$ cat config.mk
export PLATFORM = sky130hd
export DESIGN_NAME = uart_rx_frame_ctrl
export DESIGN_NICKNAME = d
export VERILOG_FILES = /design/src/rtl/uart_ctrl_pkg.sv /design/src/rtl/uart_frame_timer.sv /design/src/rtl/uart_rx_frame_ctrl.sv
export SDC_FILE = /design/constraint.sdc
export NUM_CORES = 1
export LEC_CHECK = 0
export CAP_MARGIN = 20
export CORE_UTILIZATION = 40
export CTS_BUF_LIST = sky130_fd_sc_hd__clkbuf_16
export DETAILED_ROUTE_END_ITERATION = 8
export PLACE_DENSITY = 0.71
export SETUP_SLACK_MARGIN = 0.05
export SYNTH_ARGS = -nofsm -noshare
export SYNTH_HDL_FRONTEND = slang
export SYNTH_SLANG_ARGS = --single-unit
$ cat constraint.sdc
create_clock -name clk_i -period 3.87 [get_ports clk_i]
set_input_delay 1.161 -clock clk_i [delete_from_list [all_inputs] [get_ports clk_i]]
set_output_delay 1.161 -clock clk_i [all_outputs]
set_load 0.01 [all_outputs]
$ cat src/rtl/uart_ctrl_pkg.sv
// uart_ctrl_pkg: shared types, constants and saturating-increment helper for the UART frame controller
package uart_ctrl_pkg;
  typedef enum logic [1:0] {IDLE, PAYLOAD, CHECK, ISSUE} state_t;
  localparam logic [7:0] HEADER_DEF = 8'hA5;
  function automatic logic [31:0] sat_inc(input logic [31:0] cnt, input int w);
    logic [31:0] mx;
    mx = (w >= 32) ? '1 : (32'd1 << w) - 32'd1;
    return (cnt == mx) ? cnt : cnt + 32'd1;
  endfunction
endpackage

$ cat src/rtl/uart_frame_timer.sv
// uart_frame_timer: tick-driven inter-byte timeout with a one-cycle expire strobe
module uart_frame_timer #(
  parameter int TICKS = 704
) (
  input  logic clk_i,
  input  logic rst_ni,
  input  logic clr,
  input  logic en,
  input  logic tick,
  output logic expire
);
  localparam int TW = $clog2(TICKS);
  logic [TW-1:0] cnt;
  logic last;
  always_comb begin
    last = cnt == TW'(TICKS - 1);
    expire = en && tick && last && !clr;
  end
  always_ff @(posedge clk_i)
    if (!rst_ni) cnt <= '0;
    else if (clr) cnt <= '0;
    else if (en && tick) cnt <= last ? '0 : cnt + 1'b1;
endmodule

$ cat src/rtl/uart_rx_frame_ctrl.sv
// uart_rx_frame_ctrl: assembles header/payload/checksum UART frames into commands for the CORDIC
module uart_rx_frame_ctrl
  import uart_ctrl_pkg::*;
#(
  parameter int DATA_BYTES = 2,
  parameter logic [7:0] HEADER = HEADER_DEF,
  parameter int TIMEOUT_TICKS = 704,
  parameter int CNT_W = 8
) (
  input  logic                    clk_i,
  input  logic                    rst_ni,
  input  logic                    tick_i,
  input  logic [7:0]              rx_byte_i,
  input  logic                    rx_vld_i,
  input  logic                    rx_err_i,
  output logic [8*DATA_BYTES-1:0] cmd_data_o,
  output logic                    cmd_vld_o,
  input  logic                    cmd_rdy_i,
  output logic                    busy_o,
  output logic [CNT_W-1:0]        par_err_cnt_o,
  output logic [CNT_W-1:0]        frm_err_cnt_o,
  output logic [CNT_W-1:0]        ovr_cnt_o
);
  localparam int PW = 8 * DATA_BYTES;
  localparam int IW = $clog2(DATA_BYTES + 1);
  state_t state;
  logic [IW-1:0] idx;
  logic [7:0] acc;
  logic [PW-1:0] shreg;
  logic in_frame, expire;
  assign in_frame = state == PAYLOAD || state == CHECK;
  assign busy_o = state != IDLE;
  // a received byte restarts the inter-byte window and always beats a coincident tick
  uart_frame_timer #(.TICKS(TIMEOUT_TICKS)) u_timer (
    .clk_i(clk_i),
    .rst_ni(rst_ni),
    .clr(rx_vld_i || !in_frame),
    .en(in_frame),
    .tick(tick_i),
    .expire(expire)
  );
  always_ff @(posedge clk_i)
    if (!rst_ni) begin
      state <= IDLE;
      idx <= '0;
      acc <= '0;
      shreg <= '0;
      cmd_data_o <= '0;
      cmd_vld_o <= 1'b0;
      par_err_cnt_o <= '0;
      frm_err_cnt_o <= '0;
      ovr_cnt_o <= '0;
    end else begin
      if (rx_err_i) par_err_cnt_o <= CNT_W'(sat_inc(32'(par_err_cnt_o), CNT_W));
      case (state)
        IDLE:
          if (rx_vld_i && rx_byte_i == HEADER) begin
            state <= PAYLOAD;
            idx <= '0;
            acc <= '0;
          end
        PAYLOAD, CHECK:
          if (rx_err_i || expire) begin
            frm_err_cnt_o <= CNT_W'(sat_inc(32'(frm_err_cnt_o), CNT_W));
            state <= IDLE;
          end else if (rx_vld_i && state == PAYLOAD) begin
            shreg <= PW'({shreg, rx_byte_i});
            acc <= acc ^ rx_byte_i;
            idx <= idx + 1'b1;
            if (idx == IW'(DATA_BYTES - 1)) state <= CHECK;
          end else if (rx_vld_i) begin
            if (rx_byte_i == acc) begin
              state <= ISSUE;
              cmd_vld_o <= 1'b1;
              cmd_data_o <= shreg;
            end else begin
              frm_err_cnt_o <= CNT_W'(sat_inc(32'(frm_err_cnt_o), CNT_W));
              state <= IDLE;
            end
          end
        ISSUE: begin
          if (rx_vld_i || rx_err_i) ovr_cnt_o <= CNT_W'(sat_inc(32'(ovr_cnt_o), CNT_W));
          if (cmd_rdy_i) begin
            state <= IDLE;
            cmd_vld_o <= 1'b0;
          end
        end
        default: state <= IDLE;
      endcase
    end
endmodule

* Word-level counts from Yosys, hierarchy flattened
Index checks and enable logic that the tools add are counted.
** Word-level totals
- Logic and storage cells :: 96
- Input port bits :: 14
- Register bits :: 79
** Cells by class
- Muxes and demuxes :: 28
- Reductions and logical operators :: 26
- Equality and inequality tests :: 21
- Add/subtract/negate cells :: 5
- Bitwise operators :: 6
** Operator list (count)
- 2-to-1 mux 8 bit :: 8
- == test 8 bit, second input constant :: 4
- adder 8 x 1 -> 8 bit, second input constant :: 3
- 2-to-1 mux 2 bit :: 10
- != test 2 bit, second input constant :: 9
- one-hot mux 8 bit (2 select lines) :: 1
- AND reduction 4 bit :: 3
- adder 10 x 1 -> 10 bit, second input constant :: 1
- == test 10 bit, second input constant :: 1
- 2-to-1 mux 10 bit :: 1
- == test 8 bit :: 1
- != test 4 bit, second input constant :: 2
- nonzero test 2 bit :: 4
- XOR 8 bit :: 1
- one-hot mux 2 bit (3 select lines) :: 1
- AND reduction 3 bit :: 2
- AND reduction 6 bit :: 1
- logical AND 1 bit :: 5
- 2-to-1 mux 1 bit :: 5
- NOT 1 bit :: 5
- AND reduction 5 bit :: 1
- == test 2 x 1 -> 1 bit, second input constant :: 2
- == test 2 bit, second input constant :: 2
- logical OR 1 bit :: 4
- 7 further kinds :: 9

* Longest topological paths before layout
- Depth after elaboration :: 9
- Mapped depth :: 9
- Mapped depth without buffers :: 7

* By module
A second synthesis with hierarchy kept.
** Unflattened totals
- Cells, all modules :: 390
- Area total of the unflattened synthesis :: 3508.4 µm²
** By module, submodules not included
- uart_rx_frame_ctrl :: area each 3044.2 µm², instances 1, cells an instance 342
- uart_frame_timer :: area each 464.2 µm², instances 1, cells an instance 48

* Worst setup path after synthesis
OpenSTA, ideal clock, no wires.
- Path type :: input -> register
- From :: input port rx_byte_i[4]
- To :: register cmd_data_o[10]
- Setup slack :: 926 ps
- Path buffers :: 1
- Setup time :: 116 ps
- Data required time :: 3754 ps
- Stages :: 6
- Arrival :: 2828 ps
- Cell sequence :: nor2b_1 or4_4 nor4_4 buf_6 mux2i_1 nor2b_1
** On the way
- Cells in the longest elaborated chain, start to end :: 2
** Ends and longest elaborated chain
- start: declaration :: line uart_rx_frame_ctrl.sv:13 : input logic [7:0] rx_byte_i,
- == test 8 bit :: line uart_rx_frame_ctrl.sv:72 : if (rx_byte_i == acc) begin
- AND reduction 5 bit (no source line)
- end signal: assignment :: line uart_rx_frame_ctrl.sv:75 : cmd_data_o <= shreg;
- end: declaration :: line uart_rx_frame_ctrl.sv:16 : output logic [8*DATA_BYTES-1:0] cmd_data_o,
Every way passes these cells.
A chain may end at the register's enable or synchronous reset.

* Final worst setup path
- From :: input port rx_byte_i[4]
- To :: register frm_err_cnt_o[7]
** On the way
- Cells in the longest elaborated chain, start to end :: 3
** Ends and longest elaborated chain
- == test 8 bit :: line uart_rx_frame_ctrl.sv:72
- != test 2 bit (no source line)
- AND reduction 4 bit (no source line)
- end signal: assignment :: line uart_rx_frame_ctrl.sv:64 : frm_err_cnt_o <= CNT_W'(sat_inc(32'(frm_err_cnt_o), CNT_W));
- end signal: assignment :: line uart_rx_frame_ctrl.sv:77 : frm_err_cnt_o <= CNT_W'(sat_inc(32'(frm_err_cnt_o), CNT_W));
- end: declaration :: line uart_rx_frame_ctrl.sv:21 : output logic [CNT_W-1:0] frm_err_cnt_o,
Every way passes these cells.

==> results.txt <==
first-pass GRT wire length - 13400 µm
drt pass-1 iters - 9
IO Port Bufs - 55
drt via density - 5.16
Fin Hold WS - 0.467 ns
CP Launch Type - primary input
area taken by multi-input logic gates - 1990 µm²
Leakage - 0.00162 µW
Yosys top cell by area - dfxtp_1
HP Start - shreg[15]$_SDFFE_PN0P_
YS warnings - 0
layout filler cell count - 827
Power Density - 395 nW/µm²
share of layout cells above drive strength 1 - 0.0558
peak supply drop - 0.000307 V
max incr delay on CP - 0.57 ns
Rows - 34
period utilization - 0.814
status - finished, violations left
Post-CTS Repair Setup Buffers - 0
Post-Layout Cell Count - 592
DP HPWL - 5510 µm
worst-margin pin slew - 0.703 ns
RSZ-0062 raised after global routing - false
worst slack, placed - 0.389 ns
critical path peak fanout - 7
r2r endpoint - cmd_data_o[9]$_SDFFE_PN0P_
failing checks - design-rule violations
placed cell count - 576
count leader, synth - dfxtp_1
CP max stage cell - or4_4
CTS root buf - clkbuf_16
Cell Chain, Critical Path - clkdlybuf4s50_1 -> nor2b_1 -> or4_4 -> o31ai_2 -> a2111oi_0 -> mux2i_1
clk slew on worst S/H paths - 0.06 ns
max_cap viols - 0
Avg Inst Size Synth - 8.75 µm²
CTS resizes - 0
Die ar. - 9670 µm²
hold endpoint - shreg[15]$_SDFFE_PN0P_
gr usage total - 0.172
worst reg2reg path startpoint - state[0]$_SDFFE_PN0P_
Final setup viols - 0
DRC viols - 1
# IOs - 56
aggregate global routing overflow - 0
Post-Syn Area - 3710 µm²
delay-heaviest family, CP - compound AO/OA/AOI/OAI gates
synth-to-layout area growth - 26.3%
Die Wd - 98.3 µm
DRT antenna net count - 0
Yosys reg bits - 79
syn nets - 446
crit end category - flop
CTS Buffer Depth - 2
clock buffer count from CTS - 9
nets@finish - 501
routed wire length - 7840 µm
R2R setup slack - 1.39 ns
Critical Path Source - rx_byte_i[4]
Worst-Skew Late Latency - 0.33 ns
Main synth FF type - dfxtp_1
Clock Skew - 0.00453 ns
hold depth - 2
Cells after Synth - 424
Reg area - 1580 µm²
Max Freq - 318 MHz
Final Max Tran Viols - 0
core area - 8850 µm²
ANT cells - 0
DR WL/cell - 13.2 µm
worst rel slew slack - 0.529
commonest cells in the netlist - 79 x dfxtp_1, 70 x nand2_1, 28 x nor2b_1
Area contributors post-synth - dfxtp_1 43%, nand2_1 7.1%, mux2i_1 7.0%
CTS tree - yes
vias in the first global route - 2910
top-area cell type share of the netlist area - 0.426
EDFF count, synth - 0
GPL Wtd Cong - 0.892
worst min path class - reg2reg
total power - 1850 µW
final setup margin - 0.721 ns
CTS Hold Bufs - 0
post-synthesis async set-or-reset flop share - 0
data required time of the critical path - 4.07 ns
Buf/Inv on CP - 1
critical path class - in2reg
number of DRC markers in iteration 0 - 127
Sink Count - 79
Initial Utilization - 0.419
final hold violations - 0
largest net degree at the start of global routing - 43
CTS H-tree depth - 3
setup tns final - 0 ns
post-layout minimum cycle time - 3.15 ns
cell count of the worst reg-to-reg path - 8
Chip Height - 98.3 µm
Seq/Total Area, Yosys - 0.426
Distinct cells, synth - 44
total number of vias - 3052
Worst Path Arrival - 3.35 ns
initial antenna violation count - 0
worst max-delay path by stage:
| stage | depth (start not counted) | slack [ns] | end |
|---|---|---|---|
| floorplan | 6 | 0.93 | cmd_data_o[10]$_SDFFE_PN0P_ |
| detailed placement | 6 | 0.39 | frm_err_cnt_o[5]$_SDFFE_PN0P_ |
| finish | 6 | 0.72 | frm_err_cnt_o[7]$_SDFFE_PN0P_ |
| global route | 6 | 0.60 | frm_err_cnt_o[7]$_SDFFE_PN0P_ |
| CTS | 6 | 0.72 | frm_err_cnt_o[5]$_SDFFE_PN0P_ |
| global placement | 6 | 0.39 | frm_err_cnt_o[7]$_SDFFE_PN0P_ |
where the power goes:
part | leakage (µW) | switching (µW) | internal (µW) | total [µW]
Sequential | 0.000636 | 4.58 | 817 | 822
Combinational | 0.000822 | 68.1 | 49.4 | 118
Clock | 0.000160 | 346 | 567 | 913
layout make-up:
type / count / area share
Sequential cell: 79 / 0.337
Tap cell: 108 / 0.0288
Clock inverter: 7 / 0.0206
Multi-Input combinational cell: 310 / 0.426
Clock buffer: 9 / 0.0481
Timing Repair Buffer: 60 / 0.124
Inverter: 19 / 0.0152
sequential cells by signal (all words and copies together) (netlist names):
| name | count |
|---|---|
| acc | 8 |
| cmd_data_o | 16 |
| cmd_vld_o | 1 |
| frm_err_cnt_o | 8 |
| idx | 2 |
| ovr_cnt_o | 8 |
| par_err_cnt_o | 8 |
| shreg | 16 |
| state | 2 |
| u_timer.cnt | 10 |
worst reg2reg max path, cell delays in order, from the launching register on:
cell and delay (ns):
dfxtp_1 0.37, inv_1 0.06, ha_1 0.62, nor2b_1 0.37, nand2_1 0.15, nor4_4 0.15
buf_4 0.32, mux2i_1 0.26, nor2b_1 0.06
cells in the final DEF, fill, tap and decap left out, types with 9 or more instances in the layout:
cell,synthesis,final
dfxtp_1,79,79
nand2_1,70,70
nand3_1,15,15
inv_1,19,19
nor2b_1,28,28
mux2i_1,26,26
a21oi_1,12,12
nor2_1,16,16
xnor2_1,17,17
a21boi_0,17,17
and2_1,15,15
clkdlybuf4s50_1,0,54
o22ai_1,9,9
clkbuf_16,0,9
nand4_1,10,10
xor2_1,9,9
logic make-up (layout without fill, tap and decap cells):
| kind of cell | after synthesis | in the layout | share of synthesized area |
|---|---|---|---|
| AND/OR/NAND/NOR | 189 | 189 | 0.265 |
| flip-flops | 79 | 79 | 0.426 |
| adder cells (fa/ha/maj) | 8 | 8 | 0.0270 |
| multiplexers | 26 | 26 | 0.0701 |
| XOR/XNOR | 26 | 26 | 0.0614 |
| AO/OA/AOI/OAI | 61 | 61 | 0.113 |
| buffers and inverters | 35 | 95 | 0.0378 |
layer usage:
| metal | global-route usage | share of wire | vias up |
|---|---|---|---|
| li1 | - | - | 1566 |
| met2 | 0.269 | 0.45 | 90 |
| met5 | 0 | 0 | - |
| met4 | 0.0815 | 0.024 | 0 |
| met1 | 0.228 | 0.49 | 1377 |
| met3 | 0.0351 | 0.042 | 19 |
metrics by stage:
step / area (µm²) / util
after floorplan: 3710 / -
after global placement: 4370 / 0.493
final: 4690 / 0.530
after detailed placement: 4370 / 0.493
after global routing: 4690 / 0.530
after CTS: 4690 / 0.530
Note: power is estimated with default switching activity, not from simulation.
